===== src/rtl/regfile.sv =====
// ---------------------------------------------------------------------------
// regfile -- two-read / one-write integer register file for the fib core.
//
// Sits directly upstream of the ALU.  Read addresses are sampled on a rising
// edge with rd_req high; the operands appear on src0/src1 after that edge and
// are held stable (with src_valid low) on every edge without a request, so
// the ALU always sees a full cycle of settled inputs.  Register x0 is not
// stored: it reads as zero and silently drops writes.
//
// Compile-time option:
//   REGFILE_BYPASS_EN  defined   -> write-first: a read that collides with a
//                                   write to the same nonzero register on the
//                                   same edge captures the new data (wd).
//                      undefined -> read-first: the read captures the value
//                                   stored before that write.
//
// Parameters:
//   XLEN       data width of every register and data port
//   NREG       number of architectural registers (x0..x{NREG-1})
//
// Ports:
//   clk        system clock, rising-edge active
//   rst        asynchronous active-high reset; clears registers and outputs
//   rd_req     read request; ra0/ra1 sampled on this edge
//   ra0, ra1   read addresses for operand 0 / operand 1
//   src0, src1 registered operands to the ALU
//   src_valid  src0/src1 were captured for a request on the previous edge
//   we         write enable
//   wa         write address
//   wd         write data (ALU result or load data)
// ---------------------------------------------------------------------------
module regfile #(
    parameter int XLEN = 32,
    parameter int NREG = 32,
    // Derived; not intended to be overridden.
    parameter int AW   = (NREG > 1) ? $clog2(NREG) : 1
) (
    input  logic            clk,
    input  logic            rst,
    // Read side
    input  logic            rd_req,
    input  logic [AW-1:0]   ra0,
    input  logic [AW-1:0]   ra1,
    output logic [XLEN-1:0] src0,
    output logic [XLEN-1:0] src1,
    output logic            src_valid,
    // Write side
    input  logic            we,
    input  logic [AW-1:0]   wa,
    input  logic [XLEN-1:0] wd
);

    localparam int NPORT = 2;

    // -----------------------------------------------------------------------
    // Storage.  Only x1..x{NREG-1} exist; x0 is synthesised away entirely.
    // Flops rather than a RAM: the whole file must clear asynchronously.
    // -----------------------------------------------------------------------
    logic [XLEN-1:0] regs_reg [1:NREG-1];

    // One-hot write decode.  Only in-range nonzero addresses can match, so
    // writes to x0 and to addresses >= NREG fall through with no effect.
    logic [NREG-1:1] wr_hit;

    genvar gi;
    generate
        for (gi = 1; gi < NREG; gi++) begin : g_reg
            assign wr_hit[gi] = we && (wa == AW'(gi));

            always_ff @(posedge clk or posedge rst) begin
                if (rst) begin
                    regs_reg[gi] <= '0;
                end else if (wr_hit[gi]) begin
                    regs_reg[gi] <= wd;
                end
            end
        end
    endgenerate

    // -----------------------------------------------------------------------
    // Read ports.  Both ports are identical and independent; they are built
    // from one generate body over a small address/value array.
    // -----------------------------------------------------------------------
    logic [AW-1:0]   rd_addr  [NPORT];
    logic [XLEN-1:0] rd_value [NPORT];
    logic [XLEN-1:0] src_reg  [NPORT];
    logic            src_valid_reg;

    assign rd_addr[0] = ra0;
    assign rd_addr[1] = ra1;

    generate
        for (gi = 0; gi < NPORT; gi++) begin : g_port
            logic [XLEN-1:0] stored_value;

            // Stored-value mux.  Starts at zero so x0 and any out-of-range
            // address read as zero without a separate range check.
            always_comb begin
                stored_value = '0;
                for (int i = 1; i < NREG; i++) begin
                    if (rd_addr[gi] == AW'(i)) begin
                        stored_value = regs_reg[i];
                    end
                end
            end

`ifdef REGFILE_BYPASS_EN
            // A collision needs a real write landing this edge; |wr_hit is
            // already false for x0 and out-of-range addresses, so a read of
            // x0 during a write to x0 still returns zero.
            logic collide;
            assign collide      = (|wr_hit) && (wa == rd_addr[gi]);
            assign rd_value[gi] = collide ? wd : stored_value;
`else
            // Read-first: the pre-write contents are captured; the write
            // becomes visible to a request on the following edge.
            assign rd_value[gi] = stored_value;
`endif
        end
    endgenerate

    // -----------------------------------------------------------------------
    // Operand registers.  Data only moves on a request so the ALU inputs stay
    // put between requests; src_valid simply tracks the previous rd_req.
    // -----------------------------------------------------------------------
    always_ff @(posedge clk or posedge rst) begin
        if (rst) begin
            src_reg[0]    <= '0;
            src_reg[1]    <= '0;
            src_valid_reg <= 1'b0;
        end else begin
            src_valid_reg <= rd_req;
            if (rd_req) begin
                src_reg[0] <= rd_value[0];
                src_reg[1] <= rd_value[1];
            end
        end
    end

    assign src0      = src_reg[0];
    assign src1      = src_reg[1];
    assign src_valid = src_valid_reg;

endmodule

===== config.mk =====
export PLATFORM = sky130hd
export DESIGN_NAME = regfile
export DESIGN_NICKNAME = d
export VERILOG_FILES = /design/src/rtl/regfile.sv
export SDC_FILE = /design/constraint.sdc
export NUM_CORES = 2
export LEC_CHECK = 0
export ABC_AREA = 1
export CORE_ASPECT_RATIO = 1.75
export CORE_MARGIN = 3
export CORE_UTILIZATION = 45
export DETAILED_ROUTE_END_ITERATION = 7
export PLACE_DENSITY_LB_ADDON = 0.08
export SETUP_SLACK_MARGIN = 0.1
export SKIP_LAST_GASP = 1
export SLEW_MARGIN = 20
export SYNTH_ARGS = -nofsm -noshare
export SYNTH_HDL_FRONTEND = slang
export SYNTH_SLANG_ARGS = --single-unit

===== constraint.sdc =====
create_clock -name clk -period 105.6 [get_ports clk]
set_clock_uncertainty 0.1 [all_clocks]
set_input_delay 21.12 -clock clk [delete_from_list [all_inputs] [get_ports clk]]
set_output_delay 21.12 -clock clk [all_outputs]
set_load 0.01 [all_outputs]

== Yosys cells after proc, flatten, opt, wreduce, memory -nomap -nowiden ==
Cells that the tools add are included.

* Register bits after elaboration: 1057
* Output and inout port bits: 65

* Muxes and demuxes: 62
* Eq/ne operators: 93
* Reductions and logical operators: 31

{| class="wikitable"
|+ Operator list
! cell !! number
|-
| $mux W32 || 62
|-
| $eq A5 B5 Y1 const B || 48
|-
| $eq A5 B4 Y1 const B || 24
|-
| $eq A5 B3 Y1 const B || 12
|-
| $logic_and A1 B1 Y1 || 31
|-
| $eq A5 B2 Y1 const B || 6
|-
| $eq A5 B1 Y1 const B || 3
|}

== Depth between registers and ports, before layout ==
* Word-level depth: 32
* Gate-level depth with buffers: 25
* Depth with buffers taken out: 24

== Worst setup path after synthesis ==
No wires, ideal clock.

* Path type: input to register
* Start: in ra0[4]
* End: reg src_reg (netlist bit src0[31])
* Buffers on the path: 3
* Setup slack: 82394 ps
* Data required time: 105384 ps
* Data arrival time: 22989 ps
* Library setup time: 116 ps
* Stages: 21
* Path through: buf_4 -> inv_1 -> buf_2 -> nand3_1 -> inv_1 -> clkbuf_1 -> nand2_1 -> nand2_1 -> nand4_1 -> nor2_1 -> nand4_1 -> nor2_1 -> nand4_1 -> nor2_1 -> nand3_1 -> nand2_1 -> nand4_1 -> nor2_1 -> nand4_1 -> nand2_1 -> nand2_1

* Cells in the longest elaborated chain, start to end: 32

{| class="wikitable"
|+ RTL lines
! element !! RTL line !! text
|-
| from (decl) || 42 || <nowiki>input logic [AW-1:0] ra0,</nowiki>
|-
| $eq A5 B1 Y1 || 101 || <nowiki>if (rd_addr[gi] == AW'(i)) begin</nowiki>
|-
| $mux W32 (30 in series) || 101 ||
|-
| $mux W32 (*) || 101 ||
|-
| to (decl) || 86 || <nowiki>logic [XLEN-1:0] src_reg [NPORT];</nowiki>
|}

Mark *: on every way between the ends. The rest lies on a longest branch, timed or not.
A chain may end at the register's enable or synchronous reset.

== Worst setup path in the final report ==
* Start: in ra0[4]
* End: reg src_reg (netlist bit src0[20])

Same word-level chain as after synthesis.

==> flow_summary_export.csv <==
group,metric,value,unit
outcome,status,"finished, final reports clean",
logic_synthesis,synth_edf_count,0,
cts,htreeDepth,3,
logic_synthesis,synth_top_area_share,49.57,%
die,dieArea,122900,um2
die,coreArea,117400,um2
final_layout,final_cells,8859,
logic_synthesis,synth_top_cell_by_area,"dfrtp_1",
critical_path,critPathMaxStageDelay,0.74,ns
cts,cts_tree,"yes",
die,die_h,461.5,um
die,core.rowCount,166,
drt,drc_errors,0,
critical_path,crit_arrival,25.59,ns
placed_design,io_buffers,115,
logic_synthesis,synthCells,7413,
drt,vias,48932,
die,start_util,45.47,%
final_layout,multi_input_area,23020,um2
logic_synthesis,yosys-top-cells-area,"dfrtp_1, nand2_1, o21ai_0, nand4_1, nor2_1",
placed_design,place.gp.congestion,0.8717,
final_layout,largest_reg_flops,992,
final_layout,design_area,58950,um2
critical_path,cp_top_family,"simple AND/OR/NAND/NOR gates",
drt,ant_nets,0,
drt,routed_wirelength,188500,um
placed_design,dpl.cell_count,8671,
cts,cts_resized,0,
cts,cts_buffer_depth,3,
die,dieWidth,266.3,um
cts,clk_pin_slew,0.06,ns
drt,via_per_inst,5.523,
critical_path,crit_buf_inv,4,
global_route,grt_first_pass_wirelength,290000,um
logic_synthesis,seq_area_frac_synth,49.57,%
placed_design,dp_hpwl,125300,um
timing,min_period,25.08,ns
hold_path,hold_class,"register to register",
run,drv_cap,0,
power,p_leak,26.93,nW
global_route,grtUsageTotal,30.71,%
final_layout,fillers,11766,
logic_synthesis,synth_common_cells,"nand2_1, o21ai_0, dfrtp_1, nor2_1, inv_1",
global_route,grt_max_degree,162,
cts,hold_buffers,0,
timing,tightest_slew,1.106,ns
global_route,globalRouteOverflowTotal,0,
cts,cts_setup_buffers,0,
drt,first_iter_violations,4826,
placed_design,dpl_cell_area,55640,um2
logic_synthesis,ys_async_sr_fraction,100.0,%
logic_synthesis,yosysWarnings,0,
cts,cts_buffers,102,
global_route,antenna_found_initial,5,
drt,routedWlPerCell,21.28,um
logic_synthesis,synthMostInstantiatedCell,"nand2_1",
final_layout,register_area,26450,um2
critical_path,crit_required,106.11,ns
critical_path,crit_path_start_kind,"input pin",
critical_path,r2r_setup_slack,102.53,ns
timing,tns,0,ns
cts,cts_root_buf,"clkbuf_16",
timing,finalSetupViolCount,0,
power,peakVddDrop,12.87,uV
timing,rsz0062_at_grt,"false",
final_layout,drive_above_1_share,5.542,%
power,report.power.total,0.001063,W
final_layout,nets,7314,
critical_path,critPathMaxFanout,28,
cts,cts_sinks,1057,
logic_synthesis,syn-num-nets,7464,
logic_synthesis,synth.distinct_cells,25,
logic_synthesis,ys_ff_latch,1057,
global_route,grt_pass1_vias,46861,
critical_path,crit_top_cell,"nand4_1",
critical_path,cp-end-kind,"register",
power,power.density,18.03,nW/um2
drt,drtPass1Iterations,8,
logic_synthesis,synthesis.area,53360,um2
final_layout,syn2layout_area_growth,10.48,%
cts,worstSkewPairLatency,0.73,ns
critical_path,path_cells,"clkdlybuf4s50_1 > buf_4 > inv_2 > nand3_1 > inv_1 > nand2_1 > nand2_1 > nor2_1 > nand4_1 > nand2_1 > nand4_1 > nand2_1 > nand4_1 > nor2_1 > nand4_1 > nor2_1 > nand4_1 > nor2_1 > nand4_1 > nor2_1 > nand4_1 > nand2_1 > nand2_1",
timing,max_slew_margin,26.28,%
critical_path,crit_slowest_cell,"nand3_1",
timing,fmax,39.88,MHz
timing,final_max_slew_viol_count,0,
logic_synthesis,synth_ff_type,"dfrtp_1",
critical_path,criticalPathCategory,"input pin to register",
timing,hold_violations,0,
timing,fin_crit_sh,23.75,%
die,io_pins,116,
logic_synthesis,synth_area_per_cell,7.198,um2
## tightest hold or removal path, stage by stage, from the launching register on
cell and delay, ns:
dfrtp_1 0.34, nand2_1 0.05, nand2_1 0.05
## report_power, final
| group | internal [W] | switching, W | total (W) |
|---|---|---|---|
| Combinational | 0.0000560 | 0.0000968 | 0.000153 |
| Sequential | 0.000480 | 0.0000571 | 0.000538 |
| Clock | 0.000206 | 0.000166 | 0.000372 |
## cell type report
cell class              instances  share of cell area (%)
clock inverters                33                  0.4881
inverters                     572                   3.655
flip-flops and latches       1057                   44.87
repair buffers                242                   3.604
multi-input cells            5288                   39.05
diodes                          3                 0.01273
clock buffers                 152                   5.111
well taps                    1512                   3.209
## logic make-up after synthesis
family	after synthesis	share of synthesized area (%)
AO/OA/AOI/OAI	1224	11.52
AND/OR/NAND/NOR	4064	31.24
flip-flops	1057	49.57
buffers and inverters	1068	7.672
## metal layers
| metal | GRT usage, % | up-vias | routed length [um] |
|---|---|---|---|
| met1 | 38.02 | 23309 | 75220 |
| met3 | 3.299 | 422 | 11010 |
| li1 | - | 23356 | - |
| met5 | 0 | - | 29 |
| met4 | 13.16 | 4 | 8053 |
| met2 | 54.33 | 1841 | 94220 |
## worst paths after layout
check | start | endpoint | depth (start not counted)
max | ra0[4] | src0[20] | 23
min | src0[4] | src0[4] | 2
max reg2reg | regs_reg[981] | src0[21] | 18
min reg2reg | src0[4] | src0[4] | 2
max in group asynchronous | rst | src1[16] | 5
min in group asynchronous | rst | regs_reg[768] | 2
## stage by stage
stage	util [%]	worst slack, ns	hold WS, ns
after floorplan	-	54.63	0.3530
after global placement	47.42	79.93	0.3612
after detailed placement	47.42	79.87	0.3639
after CTS	50.23	80.61	0.3818
after global routing	50.23	80.20	0.3964
final	50.24	80.52	0.3771
## cells in the final DEF (no fill, tap or decap), types with 10 or more instances in the layout
cell type           n
a21oi_1            76
buf_4             125
clkbuf_1           25
clkbuf_16         104
clkbuf_8           23
clkdlybuf4s50_1   114
clkinv_2           25
dfrtp_1          1057
inv_1             552
inv_2              12
nand2_1          2672
nand2_2            30
nand3_1            55
nand4_1           472
nor2_1            743
nor2_2             37
nor3_1             10
o21ai_0          1142
or2_2              25
Note: power is estimated with default switching activity, not from simulation.
==> variant: new RTL, same flow settings <==
Build with the macro `REGFILE_BYPASS_EN` defined.
--- a/src/rtl/regfile.sv
+++ b/src/rtl/regfile.sv
@@ -29,6 +29,8 @@
 //   wa         write address
 //   wd         write data (ALU result or load data)
 // ---------------------------------------------------------------------------
+`define REGFILE_BYPASS_EN
+
 module regfile #(
     parameter int XLEN = 32,
     parameter int NREG = 32,
Behaviour: not the same (Yosys sat finds a counterexample within 4 cycles, from zero or initial values and one cycle with rst high).
==> variant against the unedited design <==
Hold slack improved by 0.0032 ns. Worst setup slack got worse by 0.97 ns. Final area up 1.9%. Fmax decreased by 3.7%. Routed wire length rose by 31%. Die area grew 1.3%. Via count grew 8.8%. Global-route usage increased by 8.6 points. Sequential share of layout area is 0.85 points lower. Power rose by 5.0%. Synthesized area rose by 1.4%. Count of clock-buffer cells in the layout fell by 8. First-iteration DRC count is 39% higher. Sequential cell count unchanged. Largest cell class unchanged.
==> variant: results (changes against the unedited design) <==
The number of placed instances, taps included was 8832 (+1.9%). The average detailed-routed wire length per instance is 27.3 um (+28%). The sum of net half-perimeters after detailed placement came to 161 mm (+29%). The detailed router's first-iteration violation count was 6726 (+39%). The fraction of synthesized cell area in xor and xnor cells is 0.0971% (+0.097 points). The weighted congestion at the end of routability-driven global placement is 1.00 (+15%). The largest net degree at the start of global routing came out at 117 (-28%). The met3 layer usage reported by global route came out at 9.04% (+5.7 points).

The critical path starts at ra1[4]. The flop-to-flop setup slack came out at 101.73 ns (-0.80 ns). In this run the worst setup path terminates at src1[8]$_DFFE_PP0P_.

Ranked by instance count, the synthesized netlist is headed by 2718 x sky130_fd_sc_hd__nand2_1, 1079 x sky130_fd_sc_hd__o21ai_0, 1057 x sky130_fd_sc_hd__dfrtp_1. The run finished with clean final reports. The placement-stage cell area came out at 56600 um^2 (+1.7%). The initial antenna violation count was 13 (+8).

The fraction of met1 tracks used by global routing is 45.9% (+7.9 points). The fraction of layout cells with a size suffix above 1 came to 6.17% (+0.63 points). The detailed-route via count came out at 53238 (+8.8%). The worst slew slack as a fraction of its limit is 21.6% (-4.7 points). The post-synthesis net count is 7595 (+1.8%). The static power due to leakage came out at 27.9 nW (+3.6%).

The area fraction in compound gates after synthesis came out at 11.1% (-0.42 points). The number of global-route vias before repair came out at 50177 (+7.1%). The filler cell count was 11835 (+0.59%). The first-pass detailed-route iteration total is 6 (-2).

The arrival time at the worst endpoint is 26.55 ns (+0.96 ns). By area the synthesized netlist is led by sky130_fd_sc_hd__dfrtp_1 49%, sky130_fd_sc_hd__nand2_1 19%, sky130_fd_sc_hd__o21ai_0 10%, sky130_fd_sc_hd__nand4_1 6.0%, sky130_fd_sc_hd__nor2_1 5.7%. The wire length of the first global-routing pass is 353 mm (+22%). The per-cell via count in the routed design came to 5.90 (+6.8%).

The worst register-to-register path begins at regs_reg[913]$_DFFE_PP0P_. The clock latency on the worst-skew pair is 0.76 ns (+0.03 ns). The total track usage is 39.3% (+8.6 points). The endpoint of the worst-slack reg-to-reg timing path is src1[17]$_DFFE_PP0P_.

The number of nets in the finished design is 7467 (+2.1%). The worst IR drop on VDD is 0.0000124 V (-3.3%).
variant: routing by layer:
metal	vias up	wire length [um]
met4	6	25400
li1	23907	-
met2	3070	110000
met5	-	39
met1	25385	87100
met3	870	24300
variant: area by class of cell:
| class | count | area, um^2 | share of cell area, % |
|---|---|---|---|
| clock inverters | 35 | 443 | 0.737 |
| multi-input cells | 5438 | 23900 | 39.7 |
| inverters | 547 | 2060 | 3.43 |
| well taps | 1521 | 1900 | 3.17 |
| repair buffers | 270 | 2340 | 3.89 |
| flip-flops and latches | 1057 | 26500 | 44.0 |
| diodes | 9 | 22.5 | 0.0375 |
| clock buffers | 144 | 2990 | 4.98 |
variant: power breakdown:
part           switching, mW  internal (mW)  leakage (nW)
clock                  0.171          0.221          1.71
combinational          0.119         0.0571          12.7
sequential            0.0653          0.482          13.5
variant: through the flow:
step | total power [mW] | worst slack [ns]
floorplan | 0.638 | 54.63
global placement | 0.720 | 79.04
detailed placement | 0.724 | 79.02
CTS | 1.11 | 79.79
global route | 1.16 | 79.45
finish | 1.12 | 79.55
variant: worst min path at each step:
stage / from / end / slack [ns] / cells past startpoint
floorplan: regs_reg[100]$_DFFE_PP0P_ / regs_reg[100]$_DFFE_PP0P_ / 0.35 / 2
global placement: src0[0]$_DFFE_PP0P_ / src0[0]$_DFFE_PP0P_ / 0.36 / 2
detailed placement: src1[23]$_DFFE_PP0P_ / src1[23]$_DFFE_PP0P_ / 0.36 / 2
CTS: src1[0]$_DFFE_PP0P_ / src1[0]$_DFFE_PP0P_ / 0.38 / 2
global route: regs_reg[127]$_DFFE_PP0P_ / regs_reg[127]$_DFFE_PP0P_ / 0.41 / 2
finish: src1[30]$_DFFE_PP0P_ / src1[30]$_DFFE_PP0P_ / 0.38 / 2
